## src/rtl/alu_seq.sv

```systemverilog
// Handshaked ALU: single-cycle logic/arith/shift/compare ops plus an
// iterative restoring divider for DIVU/REMU, with a held result until consumed.
module alu_seq #(
  parameter int XLEN = 32,
  parameter int SHW  = $clog2(XLEN)
) (
  input  logic            clk,
  input  logic            rst_n,
  input  logic            in_valid,
  output logic            in_ready,
  input  logic [XLEN-1:0] operand_a,
  input  logic [XLEN-1:0] operand_b,
  input  logic [3:0]      alu_control,
  input  logic            flush,
  output logic            out_valid,
  input  logic            out_ready,
  output logic [XLEN-1:0] alu_result,
  output logic            alu_zero_flag,
  output logic            alu_illegal
);

  typedef enum logic [1:0] {IDLE = 2'd0, BUSY = 2'd1, DONE = 2'd2} state_t;

  localparam logic [3:0] OP_AND  = 4'b0000;
  localparam logic [3:0] OP_OR   = 4'b0001;
  localparam logic [3:0] OP_ADD  = 4'b0010;
  localparam logic [3:0] OP_XOR  = 4'b0011;
  localparam logic [3:0] OP_SLL  = 4'b0100;
  localparam logic [3:0] OP_SRL  = 4'b0101;
  localparam logic [3:0] OP_SUB  = 4'b0110;
  localparam logic [3:0] OP_SRA  = 4'b0111;
  localparam logic [3:0] OP_SLT  = 4'b1000;
  localparam logic [3:0] OP_SLTU = 4'b1001;
  localparam logic [3:0] OP_DIVU = 4'b1010;
  localparam logic [3:0] OP_REMU = 4'b1011;

  state_t          state_q, state_d;
  logic [XLEN-1:0] result_q;
  logic            illegal_q;
  logic [XLEN-1:0] quo_q, rem_q, div_q;
  logic            want_rem_q;
  logic [SHW-1:0]  cnt_q;

  logic [XLEN-1:0] fast_result;
  logic            fast_illegal;
  logic [SHW-1:0]  shamt;
  logic            is_div, accept, last_step;
  logic [XLEN:0]   shifted, trial;
  logic [XLEN-1:0] quo_nxt, rem_nxt;

  assign in_ready      = (state_q == IDLE);
  assign out_valid     = (state_q == DONE);
  assign alu_result    = result_q;
  assign alu_illegal   = illegal_q;
  assign alu_zero_flag = (result_q == '0);

  assign is_div    = (alu_control == OP_DIVU) || (alu_control == OP_REMU);
  assign accept    = in_valid && in_ready && !flush;
  assign last_step = (cnt_q == SHW'(XLEN - 1));

  // NOTE: every combinational output gets a default first so no path leaves it unassigned (no latch).
  always_comb begin
    fast_result  = '0;
    fast_illegal = 1'b0;
    shamt        = operand_b[SHW-1:0];
    case (alu_control)
      OP_AND:  fast_result = operand_a & operand_b;
      OP_OR:   fast_result = operand_a | operand_b;
      OP_ADD:  fast_result = operand_a + operand_b;
      OP_XOR:  fast_result = operand_a ^ operand_b;
      OP_SLL:  fast_result = operand_a << shamt;
      OP_SRL:  fast_result = operand_a >> shamt;
      OP_SUB:  fast_result = operand_a - operand_b;
      OP_SRA:  fast_result = $signed(operand_a) >>> shamt;
      OP_SLT:  fast_result = XLEN'($signed(operand_a) < $signed(operand_b));
      OP_SLTU: fast_result = XLEN'(operand_a < operand_b);
      OP_DIVU, OP_REMU: fast_result = '0;
      default: fast_illegal = 1'b1;
    endcase
  end

  // One restoring step: shift the next dividend bit into the partial remainder
  // and keep the subtraction only when it does not borrow.
  always_comb begin
    shifted = {rem_q, quo_q[XLEN-1]};
    trial   = shifted - {1'b0, div_q};
    rem_nxt = trial[XLEN] ? shifted[XLEN-1:0] : trial[XLEN-1:0];
    quo_nxt = {quo_q[XLEN-2:0], ~trial[XLEN]};
  end

  always_comb begin
    state_d = state_q;
    case (state_q)
      IDLE:    if (in_valid) state_d = is_div ? BUSY : DONE;
      BUSY:    if (last_step) state_d = DONE;
      DONE:    if (out_ready) state_d = IDLE;
      default: state_d = IDLE;
    endcase
    if (flush) state_d = IDLE;
  end

  // NOTE: sequential state uses non-blocking assignments so every register samples pre-edge values.
  always_ff @(posedge clk or negedge rst_n) begin
    if (!rst_n) state_q <= IDLE;
    else        state_q <= state_d;
  end

  always_ff @(posedge clk or negedge rst_n) begin
    if (!rst_n) begin
      result_q   <= '0;
      illegal_q  <= 1'b0;
      quo_q      <= '0;
      rem_q      <= '0;
      div_q      <= '0;
      want_rem_q <= 1'b0;
      cnt_q      <= '0;
    end else if (flush) begin
      cnt_q <= '0;
    end else if (accept) begin
      if (is_div) begin
        quo_q      <= operand_a;
        rem_q      <= '0;
        div_q      <= operand_b;
        want_rem_q <= alu_control[0];
        cnt_q      <= '0;
      end else begin
        result_q  <= fast_result;
        illegal_q <= fast_illegal;
      end
    end else if (state_q == BUSY) begin
      quo_q <= quo_nxt;
      rem_q <= rem_nxt;
      cnt_q <= cnt_q + SHW'(1);
      if (last_step) begin
        result_q  <= want_rem_q ? rem_nxt : quo_nxt;
        illegal_q <= 1'b0;
      end
    end
  end

endmodule

```

## config.mk

```make
export PLATFORM = sky130hd
export DESIGN_NAME = alu_seq
export DESIGN_NICKNAME = d
export VERILOG_FILES = /design/src/rtl/alu_seq.sv
export SDC_FILE = /design/constraint.sdc
export NUM_CORES = 1
export LEC_CHECK = 0
export ABC_AREA = 1
export CAP_MARGIN = 20
export CELL_PAD_IN_SITES_DETAIL_PLACEMENT = 0
export CELL_PAD_IN_SITES_GLOBAL_PLACEMENT = 1
export CORE_ASPECT_RATIO = 0.5
export CORE_UTILIZATION = 45
export DETAILED_ROUTE_END_ITERATION = 12
export DONT_BUFFER_PORTS = 1
export MAX_ROUTING_LAYER = met4
export PLACE_DENSITY_LB_ADDON = 0.08
export RECOVER_POWER = 100
export SETUP_SLACK_MARGIN = 0.3
export SYNTH_ARGS = -nofsm -noshare
export SYNTH_HDL_FRONTEND = slang
export SYNTH_SLANG_ARGS = --single-unit
```

## constraint.sdc

```tcl
create_clock -name clk -period 4.2 [get_ports clk]
set_input_delay 0.42 -clock clk [delete_from_list [all_inputs] [get_ports clk]]
set_output_delay 0.42 -clock clk [all_outputs]
set_load 0.05 [all_outputs]
```

==> reports/qor.csv <==
stage,metric,value,unit
run_status,run status,"complete, no violations",
routing,Remaining DRCs,0,
timing,Max Clk Rate,282.8,MHz
placed_design,post-DP HPWL,74060,um
global_routing,pin count of the biggest net entering global routing,138,
clock_tree,post-cts sizing count,0,
yosys,main area contributors after synthesis,"nand2_1 25%, dfrtp_1 18%, nand3_1 13%",
yosys,Synth top area share,24.83,%
yosys,Yosys cell types,47,
critical_path,critical path class,register to register,
clock_tree,CTS Buf Count,17,
routing,DR iter-0 viols,2967,
critical_path,CP required,4.54,ns
routing,via/cell ratio,5.774,
yosys,top_reg_cell synth,dfrtp_1,
final_layout,# nets final,3642,
critical_path,CP bufs+invs,4,
final_layout,layout cells sized above 1,2.496,%
yosys,Mapped Nets,3738,
routing,Avg WL per Cell,22.62,um
critical_path,worst path arrival time,3.88,ns
timing,Final Critical Period,3.536,ns
critical_path,FF-to-FF Start,state_q[0],
timing,Max Clock Skew,0.01113,ns
routing,routed via count,23260,
yosys,"EDFF count, synth",0,
critical_path,worst-path maximum fanout,56,
pwr,static leakage power,11.32,nW
clock_tree,worst-skew pair later-pin latency,0.43,ns
yosys,Seq cells post-synth,137,
critical_path,Worst Setup SP,state_q[0],
placed_design,cell area after placement,19590,um^2
global_routing,first-pass GRT wire length,133500,um
global_routing,GR Util All Layers,42.35,%
floorplanning,row cnt,53,
final_layout,area of the multi-input gates,13250,um^2
pwr,Int Power,3.323,mW
timing,Worst-Margin Slew,1.109,ns
pwr,maximum vdd drop,0.0003154,V
routing,Detailed Route WL,91150,um
critical_path,startpoint types,register,
global_routing,GRT overflow,0,
floorplanning,io pins,109,
critical_path,Setup crit end kind,register,
floorplanning,starting density of the core,45.84,%
critical_path,crit-path cells,nor2_1 -> clkbuf_1 -> nand2_1 -> nor2_1 -> inv_1 -> buf_4 -> nor2_4 -> clkbuf_2 -> nand2_1 -> o21ai_0,
clock_tree,H-tree levels,4,
placed_design,GPL Wtd Cong,1.060,
timing,RSZ-0062 raised after global routing,false,
pwr,clock share of power,23.1,%
timing,final hold vios,0,
floorplanning,core area,42180,um^2
floorplanning,Die H,148.6,um
yosys,synthesized cell area,19330,um^2
final_layout,Fillers,4783,
clock_tree,Clock Tree Buf Depth,2,
pwr,sw frac,48.79,%
yosys,post-synthesis cell count,3528,
pwr,P_sw,3.165,mW
final_layout,cell area after layout,20190,um^2
yosys,Ys Warns,0,
yosys,Post-synth ARST share,100.0,%
global_routing,vias in the first global route,20910,
timing,"Slew Viols, Final",0,
critical_path,"Largest stage delay, worst path",0.56,ns
pwr,pwr dens,321.4,nW/um^2
floorplanning,die area,43850,um^2
final_layout,register cell area after layout,3428,um^2
timing,final setup fails,0,
yosys,Mapped Avg Cell Area,5.480,um^2
timing,share of the clock period used by the worst path,84.20,%
critical_path,Slowest cell on crit path,nor2_4,
clock_tree,Clk Tree Root Cell,clkbuf_16,
floorplanning,Die Width,295.1,um
global_routing,initial antenna violation count,6,
pwr,Reg power frac,34.9,%
routing,first drt pass iteration count,7,
run,max_cap viols,0,
critical_path,Crit path max-delay family,buffers and inverters,
routing,antenna-violating nets left,0,
hold_path,Hold Path Class,input pin to register,
timing,Rel. slew slack,25.29,%
placed_design,IO Port Bufs,0,
pwr,Combinational Power Share,41.9,%
hold_path,min-delay src,operand_b[24],
pwr,Design Power,6.488,mW
timing,Fin Setup TNS,0,ns
yosys,cell taking the most area after synthesis,nand2_1,
yosys,register area share after synthesis,17.73,%
clock_tree,CTS tree,built,
clock_tree,"Reg clk slew, reported paths",0.06,ns
clock_tree,clk sink count,137,
final_layout,Synth-to-Final Area Change,4.420,%
[power by group through the flow]
| stage | registers (mW) | logic (mW) | clock network (mW) |
|---|---|---|---|
| detailed placement | 2.27 | 2.61 | 0 |
| global route | 2.29 | 3.03 | 1.57 |
| finish | 2.27 | 2.72 | 1.50 |
| global placement | 2.27 | 2.60 | 0 |
| CTS | 2.25 | 2.66 | 1.51 |
| floorplan | 2.17 | 1.93 | 0 |
[worst reg2reg max path, cell delays in order (launching register included)]
cell	delay, ns
dfrtp_1	0.42
nor2_1	0.11
clkbuf_1	0.49
nand2_1	0.24
nor2_1	0.24
inv_1	0.09
buf_4	0.32
nor2_4	0.57
clkbuf_2	0.57
nand2_1	0.27
o21ai_0	0.15
[placed cells by master, fill, tap and decap left out, types with 30 or more instances in the layout]
master / netlist / final
a21oi_1: 130 / 130
dfrtp_1: 137 / 137
ha_1: 134 / 134
inv_1: 515 / 514
nand2_1: 1279 / 1286
nand3_1: 510 / 510
nand4_1: 33 / 33
nor2_1: 250 / 249
nor3_1: 36 / 36
o21ai_0: 136 / 139
o22ai_1: 30 / 30
[layer usage]
layer	share of wire (%)	wire length [um]	vias up	global-route usage, %
met3	12	11290	106	10.53
met2	39	35960	1202	57.85
met5	0	0	-	-
li1	-	-	11050	-
met4	1.9	1757	0	8.705
met1	46	42150	10900	61.89
[worst paths after layout]
kind | endpoint | slack, ns | cells past startpoint
worst min register to register | cnt_q[3] | 0.47 | 1
max in group asynchronous | div_q[1] | 2.95 | 2
worst max register to register | div_q[10] | 0.66 | 10
min in group asynchronous | div_q[23] | 0.58 | 2
worst min-delay path | div_q[24] | 0.11 | 2
worst max-delay path | div_q[10] | 0.66 | 10
[cell usage after synthesis (3+ instances only)]
library cell,number
inv_2,10
nor4_1,12
o21ai_1,6
fa_1,3
buf_4,3
o21bai_1,13
nor2_1,250
buf_2,59
o22ai_1,30
nand3_1,510
o21ai_0,136
a22o_1,18
nand2_1,1279
buf_1,10
and2_1,15
nand2_2,11
clkbuf_1,63
nor3_1,36
o211ai_1,24
dfrtp_1,137
nand4_1,33
xnor2_1,14
a21o_1,5
and3_1,3
a21oi_1,130
inv_1,515
buf_6,5
a31oi_1,27
ha_1,134
xor2_1,3
nor2_2,7
nand3b_1,8
[what timing repair did]
item	CTS	global route
hold endpoints to repair	137	0
buffers inserted	0	0
hold buffers	2	0
[layout make-up]
cell class | instances | share of cell area, %
multi-input combinational | 2723 | 65.63
antenna | 7 | 0.08677
sequential | 137 | 16.98
timing repair buffer | 28 | 1.103
clock buffer | 19 | 2.144
inverter | 525 | 9.761
tap | 577 | 3.576
clock inverter | 13 | 0.7127
[flip-flops by register name (all words and copies together) (netlist names)]
| name | cells |
|---|---|
| alu_illegal | 1 |
| alu_result | 32 |
| cnt_q | 5 |
| div_q | 32 |
| quo_q | 32 |
| rem_q | 32 |
| state_q | 2 |
| want_rem_q | 1 |
[cell families after synthesis]
group / synth area share (%)
AND/OR/NAND/NOR: 47.15
buffers and inverters: 13.73
AO/OA/AOI/OAI: 11.64
adder cells (fa/ha/maj): 8.983
flip-flops: 17.73
XOR/XNOR: 0.7702
[through the flow]
stage                     instances  utilization (%)  worst slack (ns)  hold WS, ns
after global placement         3988            46.45            0.9926       0.1265
after floorplan                3528                -             1.112       0.1244
after CTS                      4022            47.91             1.193       0.1043
after global routing           4029            47.87            0.4899       0.1163
after detailed placement       3988            46.45             1.045       0.1264
final                          4029            47.87            0.6636       0.1142
Note: power is estimated with default switching activity, not from simulation.
